## src/rtl/csr_stage.sv

```systemverilog
// csr_stage: machine-mode CSR execute stage with timer interrupt and trap control.
//
// Every executed CSR / ECALL / MRET instruction, and every interrupt taken on a
// new instruction, costs two cycles. The first is an IDLE cycle with stall=1.
// The second is an EXEC cycle that performs the action and may pulse trap_flg.
// A per-issue instruction tag guards against executing the same instruction
// twice while upstream holds it.
//
// Ports:
//   clk, rst_n                 clock, asynchronous active-low reset
//   csr_valid                  stage holds a valid instruction
//   csr_reg_pc                 PC of that instruction
//   csr_inst                   raw instruction, CSR address in [31:20]
//   csr_inst_id                unique per-issue instruction tag
//   csr_cmd                    0 NONE, 1 RW, 2 RS, 3 RC, 4 ECALL, 5 MRET
//   csr_op1                    rs1 value or zero-extended zimm
//   reg_cycle/time/mtime/mtimecmp  counter and timer inputs
//   csr_mem_csr_rdata          old CSR value for rd writeback
//   csr_stall_flg              stage busy, upstream must hold
//   csr_trap_flg               redirect fetch this cycle
//   csr_trap_vector            redirect target, zero when no trap
module csr_stage #(
   parameter int FMAX_MHz = 27
) (
   input  logic        clk,
   input  logic        rst_n,
   input  logic        csr_valid,
   input  logic [31:0] csr_reg_pc,
   input  logic [31:0] csr_inst,
   input  logic [63:0] csr_inst_id,
   input  logic [2:0]  csr_cmd,
   input  logic [31:0] csr_op1,
   input  logic [63:0] reg_cycle,
   input  logic [63:0] reg_time,
   input  logic [63:0] reg_mtime,
   input  logic [63:0] reg_mtimecmp,
   output logic [31:0] csr_mem_csr_rdata,
   output logic        csr_stall_flg,
   output logic        csr_trap_flg,
   output logic [31:0] csr_trap_vector
);

   localparam logic [0:0] ST_IDLE = 1'b0;
   localparam logic [0:0] ST_EXEC = 1'b1;

   localparam logic [2:0] CMD_NONE  = 3'd0;
   localparam logic [2:0] CMD_RW    = 3'd1;
   localparam logic [2:0] CMD_RS    = 3'd2;
   localparam logic [2:0] CMD_RC    = 3'd3;
   localparam logic [2:0] CMD_ECALL = 3'd4;
   localparam logic [2:0] CMD_MRET  = 3'd5;

   logic [0:0]  state;
   logic [63:0] last_id;
   logic        last_id_vld;
   logic        irq_q;        // interrupt decision frozen at the IDLE cycle
   logic        st_mie;
   logic        st_mpie;
   logic        mie_mtie;
   logic [31:0] mtvec;
   logic [31:0] mscratch;
   logic [29:0] mepc_w;       // mepc[1:0] always read as zero
   logic [31:0] mcause;
   logic [31:0] rdata;

   logic [11:0] csr_addr;
   logic        mtip;
   logic        irq_pending;
   logic        is_new;
   logic        start;
   logic        exec_ok;
   logic        take_irq;
   logic        do_ecall;
   logic        do_mret;
   logic        do_csr;
   logic        wr_en;
   logic [31:0] old_val;
   logic [31:0] wr_data;
   logic        unused_inst_bits;

   assign csr_addr         = csr_inst[31:20];
   assign unused_inst_bits = ^csr_inst[19:0];
   assign mtip             = (reg_mtime >= reg_mtimecmp);
   assign irq_pending      = st_mie & mie_mtie & mtip;
   assign is_new           = csr_valid && (!last_id_vld || (csr_inst_id != last_id));
   assign start            = (state == ST_IDLE) && is_new && ((csr_cmd != CMD_NONE) || irq_pending);

   // A dropped csr_valid during EXEC is an upstream flush and aborts everything.
   assign exec_ok  = (state == ST_EXEC) && csr_valid;
   assign take_irq = exec_ok && irq_q;
   assign do_ecall = exec_ok && !irq_q && (csr_cmd == CMD_ECALL);
   assign do_mret  = exec_ok && !irq_q && (csr_cmd == CMD_MRET);
   assign do_csr   = exec_ok && !irq_q &&
                     ((csr_cmd == CMD_RW) || (csr_cmd == CMD_RS) || (csr_cmd == CMD_RC));
   assign wr_en    = do_csr && ((csr_cmd == CMD_RW) || (csr_op1 != 32'd0));

   always_comb begin
      old_val = 32'd0;
      case (csr_addr)
         12'h300: old_val = {24'd0, st_mpie, 3'd0, st_mie, 3'd0};
         12'h304: old_val = {24'd0, mie_mtie, 7'd0};
         12'h305: old_val = mtvec;
         12'h340: old_val = mscratch;
         12'h341: old_val = {mepc_w, 2'b00};
         12'h342: old_val = mcause;
         12'h344: old_val = {24'd0, mtip, 7'd0};
         12'hC00: old_val = reg_cycle[31:0];
         12'hC80: old_val = reg_cycle[63:32];
         12'hC01: old_val = reg_time[31:0];
         12'hC81: old_val = reg_time[63:32];
         12'hF14: old_val = 32'd0;
         12'hFC0: old_val = 32'(FMAX_MHz);
         default: old_val = 32'd0;
      endcase
   end

   always_comb begin
      wr_data = csr_op1;
      case (csr_cmd)
         CMD_RS:  wr_data = old_val | csr_op1;
         CMD_RC:  wr_data = old_val & ~csr_op1;
         default: wr_data = csr_op1;
      endcase
   end

   // Reset gates stall so an instruction presented during reset never stalls.
   assign csr_stall_flg     = rst_n & start;
   assign csr_trap_flg      = take_irq | do_ecall | do_mret;
   assign csr_mem_csr_rdata = rdata;

   always_comb begin
      csr_trap_vector = 32'd0;
      if (take_irq || do_ecall) csr_trap_vector = {mtvec[31:2], 2'b00};
      else if (do_mret)         csr_trap_vector = {mepc_w, 2'b00};
   end

   // IDLE -> EXEC control state and instruction tag
   always_ff @(posedge clk or negedge rst_n) begin
      if (!rst_n) begin
         state       <= ST_IDLE;
         irq_q       <= 1'b0;
         last_id     <= 64'd0;
         last_id_vld <= 1'b0;
      end else begin
         case (state)
            ST_IDLE: begin
               if (start) begin
                  state <= ST_EXEC;
                  irq_q <= irq_pending;
               end
            end
            default: begin
               state <= ST_IDLE;
               if (exec_ok) begin
                  last_id     <= csr_inst_id;
                  last_id_vld <= 1'b1;
               end
            end
         endcase
      end
   end

   // EXEC-cycle architectural state update
   always_ff @(posedge clk or negedge rst_n) begin
      if (!rst_n) begin
         st_mie   <= 1'b0;
         st_mpie  <= 1'b0;
         mie_mtie <= 1'b0;
         mtvec    <= 32'd0;
         mscratch <= 32'd0;
         mepc_w   <= 30'd0;
         mcause   <= 32'd0;
         rdata    <= 32'd0;
      end else begin
         if (take_irq || do_ecall) begin
            st_mpie <= st_mie;
            st_mie  <= 1'b0;
            mepc_w  <= csr_reg_pc[31:2];
            mcause  <= take_irq ? 32'h8000_0007 : 32'd11;
         end else if (do_mret) begin
            st_mie  <= st_mpie;
            st_mpie <= 1'b1;
         end else if (wr_en) begin
            case (csr_addr)
               12'h300: begin
                  st_mie  <= wr_data[3];
                  st_mpie <= wr_data[7];
               end
               12'h304: mie_mtie <= wr_data[7];
               12'h305: mtvec    <= wr_data;
               12'h340: mscratch <= wr_data;
               12'h341: mepc_w   <= wr_data[31:2];
               12'h342: mcause   <= wr_data;
               default: ;
            endcase
         end
         if (exec_ok && !irq_q) rdata <= old_val;
      end
   end

endmodule

```

## config.mk

```make
export PLATFORM = sky130hd
export DESIGN_NAME = csr_stage
export DESIGN_NICKNAME = d
export VERILOG_FILES = /design/src/rtl/csr_stage.sv
export SDC_FILE = /design/constraint.sdc
export NUM_CORES = 1
export LEC_CHECK = 0
export ABC_AREA = 1
export BUFFER_PORTS_ARGS = -buffer_cell sky130_fd_sc_hd__buf_2
export CAP_MARGIN = 30
export CORE_UTILIZATION = 25
export CTS_CLUSTER_SIZE = 16
export DETAILED_ROUTE_END_ITERATION = 8
export GPL_ROUTABILITY_DRIVEN = 0
export MAX_ROUTING_LAYER = met4
export PLACE_DENSITY_LB_ADDON = 0.08
export SLEW_MARGIN = 10
export SYNTH_ARGS = -nofsm -noshare
export SYNTH_HDL_FRONTEND = slang
export SYNTH_SLANG_ARGS = --single-unit
export TNS_END_PERCENT = 100
```

## constraint.sdc

```tcl
create_clock -name clk -period 1.7 [get_ports clk]
set_input_delay 0.17 -clock clk [delete_from_list [all_inputs] [get_ports clk]]
set_output_delay 0.17 -clock clk [all_outputs]
set_load 0.02 [all_outputs]
```

# Word level (Yosys, flattened, before mapping)
# Index checks and enable logic that the tools add are counted.
# totals
regBits	228
output_inout_bits	66
elab_cells	99
# classes
n_lt_le_gt_ge	1
eq_ne	19
muxes	23
bitwise	11
reduce_logical	33
# op_table
cell	count
one-hot mux 32 bit (12 select lines)	1
2-to-1 mux 32 bit	7
2-to-1 mux 30 bit	4
equality test 12 x 10 -> 1 bit (second input constant)	7
>= comparator 64 bit	1
inequality test 64 bit	1
one-hot mux 32 bit (2 select lines)	1
equality test 12 bit (second input constant)	5
AND 32 bit	1
NOT 32 bit	1
OR 32 bit	1
nonzero test 32 bit	1
AND reduction 4 bit	3
logical AND 1 bit	10
2-to-1 mux 1 bit	10
nonzero test 3 bit	3
equality test 3 x 2 -> 1 bit (second input constant)	2
equality test 3 bit (second input constant)	2
logical OR 1 bit	6
AND reduction 2 bit	3
AND reduction 3 bit	2
nonzero test 2 bit	3
AND 1 bit	3
equality test 3 x 1 -> 1 bit (second input constant)	1
4 further kinds	8

# Depth between registers and ports, before layout
# depth
depth_word	8
mapped_depth	21
depth_no_buf	21

# Worst setup path after synthesis
# OpenSTA, ideal clock, no wires.
# synth_path
kind	input port to output port
startpoint	input port reg_mtimecmp[55]
endpoint	output port csr_stall_flg
t_arrival_ps	1716
t_required_ps	1530
setup_slack_ps	-186
cell_stages	15
path_buffers	0
path_cell_list	inv_1 > ha_1 > nand2_1 > nor2_1 > nor3b_1 > nand2_1 > nor2_1 > nand2_1 > nand2_1 > nor2_1 > nand2_1 > nand3_1 > nand3_1 > nand3_1 > nor2_1
# synth_via
elab_chain_len	5
# synth_rtl
element	line_no	text
from (decl)	36	input logic [63:0] reg_mtimecmp,
>= comparator 64 bit	83	assign mtip = (reg_mtime >= reg_mtimecmp);
AND 1 bit	84	assign irq_pending = st_mie & mie_mtie & mtip;
logical OR 1 bit	86	assign start = (state == ST_IDLE) && is_new && ((csr_cmd != CMD_NONE) || irq_pending);
logical AND 1 bit	86	
AND 1 bit	127	assign csr_stall_flg = rst_n & start;
to (decl)	38	output logic csr_stall_flg,
# No other way between the ends.

# Worst setup path after layout
# layout_path
startpoint	register last_id[58]
endpoint	output port csr_stall_flg
# layout_via
elab_chain_len	6
# layout_rtl
element	line_no	text
from (decl)	54	logic [63:0] last_id;
from (signal assigned)	155	last_id <= csr_inst_id;
inequality test 64 bit	85	assign is_new = csr_valid && (!last_id_vld || (csr_inst_id != last_id));
logical OR 1 bit	85	
logical AND 1 bit	85	
logical AND 1 bit (2 in series)	86	
AND 1 bit	127	
# No other way between the ends.

==> results.cfg <==
[clocking]
clk_pin_slew_worst_paths_ps = 60
clockBufferDepth = 3
cts_sinks = 228
cts_buffers = 31
clock-root-buffer = clkbuf_16
cts_tree = built
clk-insertion-delay-late_ps = 590
h-tree-depth = 1

[logic_synthesis]
synth-edff-count = 0
ys_seq_elements = 228
synthTopCellsByCount = nand2_1, nor2_1, inv_1, dfrtp_1, o21ai_0
synth_top_area_share_pct = 39.3
synthTopCellsByArea = dfrtp_1, nand2_1, nor2_1
synth_area_leader_cell = dfrtp_1
ys.flop_type = dfrtp_1
async_reset_ff_share_pct = 100
ys_types = 51
synth_area_mm2 = 0.0145
syn-mean-instance-area_um2 = 7.38
ys_warn_count = 0
postSynthCellCount = 1968
synth_most_common_cell = nand2_1
yosysSeqAreaShare_pct = 39.3

[placed_design]
hpwl_mm = 49.9
placed_cell_area_mm2 = 0.0198
port_buffers = 463

[global_route]
track_usage_pct = 24.1
grt_pass1_wl_mm = 104
grt_pass1_vias = 16600
grt_start_max_net_pins = 96
grt-ovfl-total = 0
antenna_found_initial = 6

[sta]
rsz0062_at_grt = true
setup_viol = 166
post-route-min-period_ps = 2380
fmax_mhz = 420
worst_slew_pin_slew_ps = 620
hold_ws_ps = 31.1
worst_slack_ps = -681
period_share_pct = 140
fin_worst_skew_ps = 26.4
slew_viol_final = 0
hold_viol = 0
max_slew_margin_pct = 58.7

[setup_path]
crit_slowest_cell = dfrtp_1
reg2regPathDepth = 15
start_kind = register
path_class = reg2out
cp.depth = 10
cp_data_required_time_ps = 1530
endpoint_kind = output port
r2r_end = mepc_w[5]
crit_end = csr_stall_flg
slowest_delay_ps = 390
critPathBufInv = 2
crit_family = simple AND/OR/NAND/NOR gates
reg2reg_from = state
path_max_fanout = 2
cp-startpoint = last_id[58]
cp.arrival_ps = 2210
ff2ff_setup_slack_ps = -560
crit_path_cell_trace = xnor2_1 > nand3_1 > nor4_2 > buf_4 > nand2_4 > nor2_4 > nand3_4 > nand3_4 > nor2_4 > buf_6

[route]
drc_errors = 0
routedWlPerCell_um = 19.5
antenna_left = 0
wl_mm = 70.8
drt_iter0_drc = 752
viasPerCell = 4.57
drtPass1Iterations = 5
num_vias = 16600

[die]
die_h_um = 243
rows = 88
pin_count = 488
die-width_um = 243
core_mm2 = 0.0576
dieArea_mm2 = 0.0591
start_util_pct = 25.2

[final_layout]
fin_area_mm2 = 0.0250
layout.nets = 3308
drive_gt1_share_pct = 42.1
synthToLayoutAreaGrowth_pct = 71.9

[pwr]
p_per_area_mw_per_mm2 = 829
total_leakage_power_nw = 12.9
vdd_ir_drop_max_uv = 726

[status]
outcome = finished with violations
violations = negative setup slack

[run]
maxCapViolCount = 0

[min_path]
hp-class = in2reg
whs_path_depth = 6
## area by class of cell
| cell class | instances | area, µm² |
|---|---|---|
| tap | 765 | 957 |
| clock inverter | 15 | 241 |
| multi-input combinational | 1396 | 8850 |
| sequential | 228 | 5710 |
| fill | 5872 | 32600 |
| timing repair buffer | 893 | 7260 |
| antenna | 8 | 20.0 |
| inverter | 272 | 1050 |
| clock buffer | 43 | 911 |
## stage by stage
stage	cells	power, mW	util [%]	TNS, ps	setup slack, ps
global route	3618	21.8	43.4	-88260	-842
global placement	3363	12.1	34.3	-92660	-671
floorplan	1969	9.94	-	-1680	-150
finish	3620	20.7	43.4	-69750	-681
CTS	3607	20.8	42.6	-48820	-848
detailed placement	3363	12.2	34.3	-88790	-645
## layer usage
layer / wire length (µm) / vias to the layer above / part of all wire (%) / track usage (%)
met1: 30500 / 7917 / 43 / 29.9
met3: 3380 / 97 / 4.8 / 3.59
met4: 2150 / 0 / 3.0 / 6.94
met2: 34700 / 416 / 49 / 40.3
met5: 0 / - / 0 / -
li1: - / 8125 / - / -
## flip-flops by register name, indices dropped and copies added (netlist names)
| register | count |
|---|---|
| mie_mtie | 1 |
| last_id | 64 |
| last_id_vld | 1 |
| irq_q | 1 |
| st_mie | 1 |
| mepc_w | 30 |
| csr_mem_csr_rdata | 32 |
| mcause | 32 |
| state | 1 |
| mtvec | 32 |
| mscratch | 32 |
| st_mpie | 1 |
## logic make-up after synthesis
group,after synthesis,share of synthesized area [%]
other,1,0.0258
AO/OA/AOI/OAI,383,15.5
flip-flops,228,39.3
multiplexers,30,2.32
adder cells (fa/ha/maj),64,5.51
buffers and inverters,346,9.58
XOR/XNOR,31,1.87
AND/OR/NAND/NOR,885,25.9
## report_power, final
part,leakage (nW),internal (mW),switching [mW]
Combinational,9.75,2.71,3.33
Clock,0.564,4.64,2.73
Sequential,2.61,6.62,0.688
Total,12.9,14.0,6.75
## layout by cell type (no fill, tap or decap), types with 32 or more instances in the layout
cell | synthesis | final
nand2_4 | 1 | 38
buf_12 | 0 | 58
ha_1 | 64 | 64
dfrtp_1 | 228 | 228
nand3_1 | 71 | 66
a21oi_1 | 78 | 66
clkbuf_16 | 0 | 32
dlygate4sd3_1 | 0 | 98
o21ai_1 | 15 | 37
buf_2 | 27 | 430
buf_6 | 5 | 68
o21ai_0 | 175 | 85
nand2_1 | 453 | 364
o21ai_2 | 5 | 62
inv_1 | 257 | 250
nand2_2 | 21 | 73
nor2_1 | 265 | 241
buf_4 | 6 | 209
## repair_timing
action,4_1_cts,5_1_grt
pin swaps,86,60
gates resized for setup,427,173
setup buffers,69,19
hold buffers,97,1
hold endpoints to repair,325,1
endpoints found under the setup margin,186,178
cloned,24,1
## how the worst min path moves through the flow
stage                    startpoint              endpoint  slack [ps]
global route            csr_op1[13]             mtvec[13]          50
detailed placement            rst_n           last_id[26]         210
finish                   csr_op1[9]             mepc_w[7]          30
global placement              rst_n           last_id[41]         220
CTS                 csr_inst_id[62]           last_id[62]        -170
floorplan                     rst_n  csr_mem_csr_rdata[0]        -130
## worst register-to-register path, cell delays in order, from the launching register on
cell and delay (ps):
dfrtp_1 380, nand2_4 70, nor2_4 140, buf_6 120, buf_6 80, buf_6 80, buf_6 90, inv_4 30
nor3_4 130, nand2_4 70, buf_8 150, o21ai_4 250, clkinv_4 180, buf_12 200, a21oi_4 130, a21oi_1 70
No activity file was read; power rests on OpenSTA's default activity.
